File: config.mk
export PLATFORM = sky130hd
export DESIGN_NAME = discrete_log
export DESIGN_NICKNAME = d
export VERILOG_FILES = /design/src/rtl/dh_pkg.sv /design/src/rtl/mod_reduce.sv /design/src/rtl/discrete_log.sv
export SDC_FILE = /design/constraint.sdc
export NUM_CORES = 1
export LEC_CHECK = 0
export ABC_AREA = 1
export BUFFER_PORTS_ARGS = -buffer_cell sky130_fd_sc_hd__buf_2
export CORE_ASPECT_RATIO = 1.1
export CORE_UTILIZATION = 35
export DETAILED_ROUTE_END_ITERATION = 10
export PLACE_DENSITY = 0.53
export SYNTH_ARGS = -nofsm -noshare
export SYNTH_HDL_FRONTEND = slang
export SYNTH_SLANG_ARGS = --single-unit
File: constraint.sdc
create_clock -name clk -period 18.2 [get_ports clk]
set_input_delay 3.64 -clock clk [delete_from_list [all_inputs] [get_ports clk]]
set_output_delay 3.64 -clock clk [all_outputs]
set_load 0.01 [all_outputs]
File: src/rtl/dh_pkg.sv
// Shared definitions for the Diffie-Hellman datapath blocks.
package dh_pkg;

  localparam int unsigned DW      = 16;
  localparam int unsigned RED_LAT = 2 * DW;

  typedef enum logic [2:0] {
    IDLE  = 3'd0,
    CHECK = 3'd1,
    MUL   = 3'd2,
    RED   = 3'd3,
    DONE  = 3'd4
  } state_t;

  // Reducer latency for a given operand width: one quotient bit per cycle.
  function automatic int unsigned red_lat(input int unsigned w);
    return 2 * w;
  endfunction

endpackage

File: src/rtl/mod_reduce.sv
// Sequential restoring shift-subtract reducer: remainder of a 2W-bit dividend mod a W-bit modulus.
module mod_reduce
  import dh_pkg::*;
#(
  parameter int unsigned W = DW
) (
  input  logic           clk,
  input  logic           rst,
  input  logic           start,
  input  logic [2*W-1:0] dividend,
  input  logic [W-1:0]   modulus,
  output logic [W-1:0]   remainder,
  output logic           rdone
);

  localparam int unsigned LAT = red_lat(W);
  localparam int unsigned CW  = $clog2(LAT + 1);
  localparam int unsigned PW  = 2 * W;

  logic [PW-1:0] sh;
  logic [CW-1:0] cnt;
  logic          active;

  // One restoring step: shift in the next dividend bit, subtract if it fits.
  function automatic logic [W-1:0] step(input logic [W-1:0] r, input logic b, input logic [W-1:0] m);
    logic [W:0] t;
    t = {r, b};
    if (t >= {1'b0, m}) t = t - {1'b0, m};
    return t[W-1:0];
  endfunction

  // The first bit is consumed on the start edge so rdone lands LAT cycles after start.
  always_ff @(posedge clk or negedge rst) begin
    if (!rst) begin
      remainder <= '0;
      sh        <= '0;
      cnt       <= '0;
      active    <= 1'b0;
      rdone     <= 1'b0;
    end else begin
      rdone <= 1'b0;
      if (start) begin
        remainder <= step('0, dividend[PW-1], modulus);
        sh        <= dividend << 1;
        cnt       <= CW'(1);
        active    <= 1'b1;
      end else if (active) begin
        remainder <= step(remainder, sh[PW-1], modulus);
        sh        <= sh << 1;
        cnt       <= cnt + CW'(1);
        if (cnt == CW'(LAT - 1)) begin
          active <= 1'b0;
          rdone  <= 1'b1;
        end
      end
    end
  end

endmodule

File: src/rtl/discrete_log.sv
// Brute-force discrete logarithm: smallest e with base^e mod modulus == target.
module discrete_log
  import dh_pkg::*;
#(
  parameter int unsigned W = DW
) (
  input  logic         clk,
  input  logic         rst,
  input  logic         start,
  input  logic [W-1:0] base,
  input  logic [W-1:0] target,
  input  logic [W-1:0] modulus,
  output logic [W-1:0] exponent,
  output logic         found,
  output logic         done,
  output logic         busy
);

  localparam int unsigned PW = 2 * W;

  state_t         state, state_d;
  logic [W-1:0]   b_q, t_q, m_q, acc, k;
  logic [W-1:0]   b_d, t_d, m_d, acc_d, k_d, exponent_d;
  logic           found_d, done_d, busy_d;
  logic           red_start_c;
  logic [PW-1:0]  prod_c;
  logic [W-1:0]   rem;
  logic           rdone;

  // Full-width product; the reducer registers it on the MUL edge.
  assign prod_c = PW'(acc) * PW'(b_q);

  mod_reduce #(.W(W)) u_reduce (
    .clk       (clk),
    .rst       (rst),
    .start     (red_start_c),
    .dividend  (prod_c),
    .modulus   (m_q),
    .remainder (rem),
    .rdone     (rdone)
  );

  always_ff @(posedge clk or negedge rst) begin
    if (!rst) begin
      state    <= IDLE;
      b_q      <= '0;
      t_q      <= '0;
      m_q      <= '0;
      acc      <= '0;
      k        <= '0;
      exponent <= '0;
      found    <= 1'b0;
      done     <= 1'b0;
      busy     <= 1'b0;
    end else begin
      state    <= state_d;
      b_q      <= b_d;
      t_q      <= t_d;
      m_q      <= m_d;
      acc      <= acc_d;
      k        <= k_d;
      exponent <= exponent_d;
      found    <= found_d;
      done     <= done_d;
      busy     <= busy_d;
    end
  end

  always_comb begin
    state_d     = state;
    b_d         = b_q;
    t_d         = t_q;
    m_d         = m_q;
    acc_d       = acc;
    k_d         = k;
    exponent_d  = exponent;
    found_d     = found;
    done_d      = done;
    busy_d      = busy;
    red_start_c = 1'b0;

    unique case (state)
      IDLE: begin
        if (start) begin
          b_d        = base;
          t_d        = target;
          m_d        = modulus;
          exponent_d = '0;
          found_d    = 1'b0;
          done_d     = 1'b0;
          busy_d     = 1'b1;
          acc_d      = W'(1);
          k_d        = '0;
          if (modulus < W'(2) || base >= modulus || target >= modulus) state_d = DONE;
          else                                                          state_d = CHECK;
        end
      end
      CHECK: begin
        if (acc == t_q) begin
          found_d    = 1'b1;
          exponent_d = k;
          state_d    = DONE;
        end else if (k == m_q - W'(2)) begin
          state_d = DONE;
        end else begin
          state_d = MUL;
        end
      end
      MUL: begin
        red_start_c = 1'b1;
        state_d     = RED;
      end
      RED: begin
        if (rdone) begin
          acc_d   = rem;
          k_d     = k + W'(1);
          state_d = CHECK;
        end
      end
      DONE: begin
        done_d  = 1'b1;
        busy_d  = 1'b0;
        state_d = IDLE;
      end
      default: state_d = IDLE;
    endcase
  end

endmodule

# After elaboration in Yosys (flattened, before gate mapping)
# Cells that the tools add are included.
# totals
wordCells	83
out_inout_bits	19
register_bits	158
# classes
multipliers	1
mux	35
reduce_logical	12
order_cmp	5
eq_ne	10
add_sub_neg	5
# op_table
operator	n
$mux 16	9
$pmux 16 s2	3
$mux 32	2
$eq 16x16->1	2
$ge 16x16->1	2
$mul 16x16->32	1
$ge 17x16->1	1
$add 16x1->16 const B	1
$ge 1x16->1	1
$lt 16x2->1 const B	1
$sub 1x16->16	1
$sub 16x16->16	1
$sub 16x2->16 const B	1
$mux 3	5
$mux 6	2
$pmux 3 s4	1
$mux 1	10
$reduce_bool 2->1	4
$add 6x1->6 const B	1
$eq 3x2->1 const B	2
$eq 6x5->1 const B	1
$pmux 1 s2	3
$reduce_and 2->1	3
$reduce_and 3->1	2
other kinds (6)	8

# Logic depth before layout (Yosys ltp)
# depth
word_depth	6
depth_mapped	39

# Hierarchy
# A second synthesis with hierarchy kept.
# unflattened
cells_unflattened	2455
hier_area_um2	18385.1
# modules_own_cells
module	n_inst	area_per_inst_um2	seq_area_each_um2	cells_per_inst
discrete_log	1	14561.5	2552.4	1923
mod_reduce	1	3823.7	1376.3	532

# Worst setup path after synthesis
# Ideal clock, no wire load.
# synth_timing
path_type	register to register
from	register acc[5]
to	register u_reduce.remainder[3]
slack_ns	11.593
path_buffers	2
t_arrival_ns	6.520
required_ns	18.113
path_stages_with_launch	34
setup_time_ns	0.087
path_cell_list	dfrtp_1 > clkbuf_1 > buf_1 > nand2_1 > fa_1 > inv_1 > fa_1 > inv_1 > fa_1 > inv_1 > fa_1 > fa_1 > inv_1 > fa_1 > inv_1 > ha_1 > nand2_1 > inv_1 > a21oi_1 > nand3_1 > nand2_1 > nand2_1 > nand2_1 > nand2_1 > ha_1 > inv_1 > ha_1 > nand2_1 > a21boi_0 > nor3b_2 > nand2_1 > o21ai_0 > inv_1 > a22oi_1
# synth_via
elab_chain_cells	4
word_cells_on_any_way	5
classes_between	add/sub (1); mul (1); order compare (1); mux (2)
# synth_lines
item	line_no	rtl
from (decl)	discrete_log.sv:22	logic [W-1:0] b_q, t_q, m_q, acc, k;
from (signal assigned)	discrete_log.sv:49	acc <= '0;
from (signal assigned)	discrete_log.sv:60	acc <= acc_d;
$mul 16x16->32 (*)	discrete_log.sv:31	assign prod_c = PW'(acc) * PW'(b_q);
$sub 1x16->16 / $ge 1x16->1 (equally long branches)	mod_reduce.sv:28	if (t >= {1'b0, m}) t = t - {1'b0, m};
$mux 16 (*)	mod_reduce.sv:28	
$mux 16 (*)	mod_reduce.sv:42	if (start) begin
to (signal assigned)	mod_reduce.sv:43	remainder <= step('0, dividend[PW-1], modulus);
to (signal assigned)	mod_reduce.sv:48	remainder <= step(remainder, sh[PW-1], modulus);
to (decl)	mod_reduce.sv:12	output logic [W-1:0] remainder,
# Mark *: on every way between the ends. The rest lies on a longest branch, timed or not.
# A chain may end at the register's enable or synchronous reset.

# Worst setup path after layout
# layout_timing
from	register acc[5]
to	register u_reduce.remainder[7]
# Same word-level chain as after synthesis.

==> qor.yml <==
status: "completed"
worstPathRequired_ps: 18560
cp-start-kind: "register"
power_density_nw_per_um2: 125
port_buffers: 69
areaGrowthSynthToFinish_pct: 7.96
drv_slew: 0
irDropWorstVdd_v: 0.0000920
diodes: 0
yosys_warnings: 0
grt_pass1_wl_um: 91000
synth_seq_area_share: 0.211
final_cell_mix: "735 x nand2_1, 534 x inv_1, 195 x fa_1, 157 x ha_1, 157 x dfrtp_1"
vias: 15900
async_reset_ff_frac: 1.00
min_path_type: "register to register"
maxClockFrequency_ghz: 0.129
coreArea_um2: 52400
ys_seq_elements: 157
synth_area_um2: 18600
synthesis.nets: 2943
setup_violations: 0
clock_latency_ps: 460
die_h_um: 244
tns_ps: 0
worstPathMaxFanout: 18
drt-vias-per-instance: 4.93
r2r_end: "u_reduce.remainder[7]"
cts_tree: "yes"
fin_skew_ps: 19.2
cpPeakStageDelay_ps: 1070
drt_iter0_markers: 949
max_cap_viol_count: 0
dp_slack_ps: 10500
cp_num_buf_inv: 8
grt_max_degree: 89
worstMarginPinSlew_ps: 1100
rsz0062_at_grt: "false"
grt.overflow.total: 0
reg2reg_depth: 31
drive_above_1_share: 0.0550
synth.distinct_cells: 48
gp_congestion: 0.908
cts_setup_buffers: 0
cts_root_buf: "clkbuf_16"
path_class: "register to register"
cp_top_family: "adder cells"
fin_crit_ps: 7750
antenna_found_initial: 0
htreeDepth: 4
final_common_cell: "nand2_1"
rows: 88
die-area_um2: 54000
dp_hpwl_um: 43800
post_cts_resized: 0
postRouteAntennaNets: 0
cp-end-kind: "register"
avgSynthCellArea_um2: 7.32
hold_viol: 0
regToRegSetupSlack_ps: 10450
fin_crit_sh: 0.426
slew_headroom: 0.267
dieWidth_um: 222
worstPathArrival_ps: 8110
crit_path_top_delay_cell: "dfrtp_1"
drtPass1Iterations: 5
nFillCells: 5507
p_leak_nw: 11.4
routedWlPerCell_um: 17.4
fin_ws_ps: 10450
r2r_start: "acc[5]"
grt_pass1_vias: 16600
track_usage: 0.216
ios: 70
cts_hold_buf: 0
cts_buffers: 17
whs_ps: 479
synthCells: 2540
crit_path_end: "u_reduce.remainder[7]"
ctsLongestPathBuffers: 2
cts.sinks: 157
synth_ff_type: "dfrtp_1"
clkSlewWorstSetupHoldPaths_ps: 70
cp_num_cells: 31
cp-startpoint: "acc[5]"
totalWireLength_um: 56000
synth_edf_count: 0
drc: 0
fin_nets: 2934
initial_core_util: 0.355
-- Yosys cell counts, drive strengths merged, types with 3 or more instances --
cell type,instances,area (µm²)
nand2,740,2790
inv,541,2030
fa,195,3900
dfrtp,157,3930
ha,157,1960
nand3,149,756
o21ai,120,601
nor2,117,452
a21oi,76,380
clkbuf,68,255
buf,40,190
nor3,32,193
xnor2,27,236
nand4,25,163
xor2,23,201
a22oi,12,90.1
a21o,9,67.6
nand3b,9,67.6
nor4,7,50.1
o31ai,6,45.0
o21a,4,30.0
o21bai,4,30.0
or2,4,25.0
a21boi,3,22.5
nor3b,3,32.5
o22ai,3,18.8
-- worst min path at each step --
stage                    startpoint              end  cells after the start
floorplan           u_reduce.cnt[5]  u_reduce.cnt[5]                      1
global placement    u_reduce.cnt[5]  u_reduce.cnt[5]                      1
detailed placement  u_reduce.sh[15]  u_reduce.sh[15]                      2
CTS                 u_reduce.sh[30]  u_reduce.sh[30]                      2
global route        u_reduce.sh[29]  u_reduce.sh[29]                      2
finish              u_reduce.sh[30]  u_reduce.sh[30]                      2
-- power by group --
part	switching, mW	total [mW]	internal [mW]
clock	0.183	0.373	0.190
combinational	0.914	1.42	0.503
sequential	0.243	0.724	0.480
-- cell families (layout without fill, tap and decap cells) --
logic type               count (synthesis)  count (layout)  synth area share
AND/OR/NAND/NOR                       1089            1089             0.245
flip-flops                             157             157             0.211
XOR/XNOR                                50              50            0.0236
buffers and inverters                  650             654             0.134
AO/OA/AOI/OAI                          242             242            0.0712
adder cells (fa/ha/maj)                352             352             0.316
-- area by class of cell --
cell class	instances	area, µm²	area share
flip-flops and latches	157	3930	0.196
inverters	542	2040	0.101
clock buffers	17	425	0.0212
well taps	675	845	0.0421
repair buffers	80	434	0.0216
multi-input cells	1733	12200	0.607
clock inverters	15	211	0.0105
-- per-stage QoR --
stage                util  cells  total power, mW  cell area, µm²
floorplan               -   2540             1.69           18600
global placement    0.371   3187             2.13           19400
detailed placement  0.371   3187             2.15           19400
CTS                 0.383   3219             2.53           20100
global route        0.383   3219             2.77           20100
finish              0.383   3219             2.51           20100
-- registers in the layout, indices dropped and copies added (netlist names) --
name                flops
u_reduce.sh            31
done                    1
b_q                    16
k                      16
acc                    16
t_q                    16
busy                    1
found                   1
u_reduce.remainder     16
u_reduce.rdone          1
m_q                    16
u_reduce.cnt            6
u_reduce.active         1
exponent               16
state                   3
-- routing by layer --
metal  global-route usage  up-vias  part of all wire
li1                     -     7700                 -
met1                0.268     7747              0.43
met2                0.384      327              0.50
met3               0.0223       99             0.034
met4               0.0852        0             0.037
met5                    0        -                 0
-- worst register-to-register path, delay by kind of cell, from the launching register on --
family,cells,cell delay (ps)
flip-flops,1,1070
buffers and inverters,8,570
AO/OA/AOI/OAI,4,740
AND/OR/NAND/NOR,10,1440
adder cells (fa/ha/maj),9,3870
No activity file was read; power rests on OpenSTA's default activity.
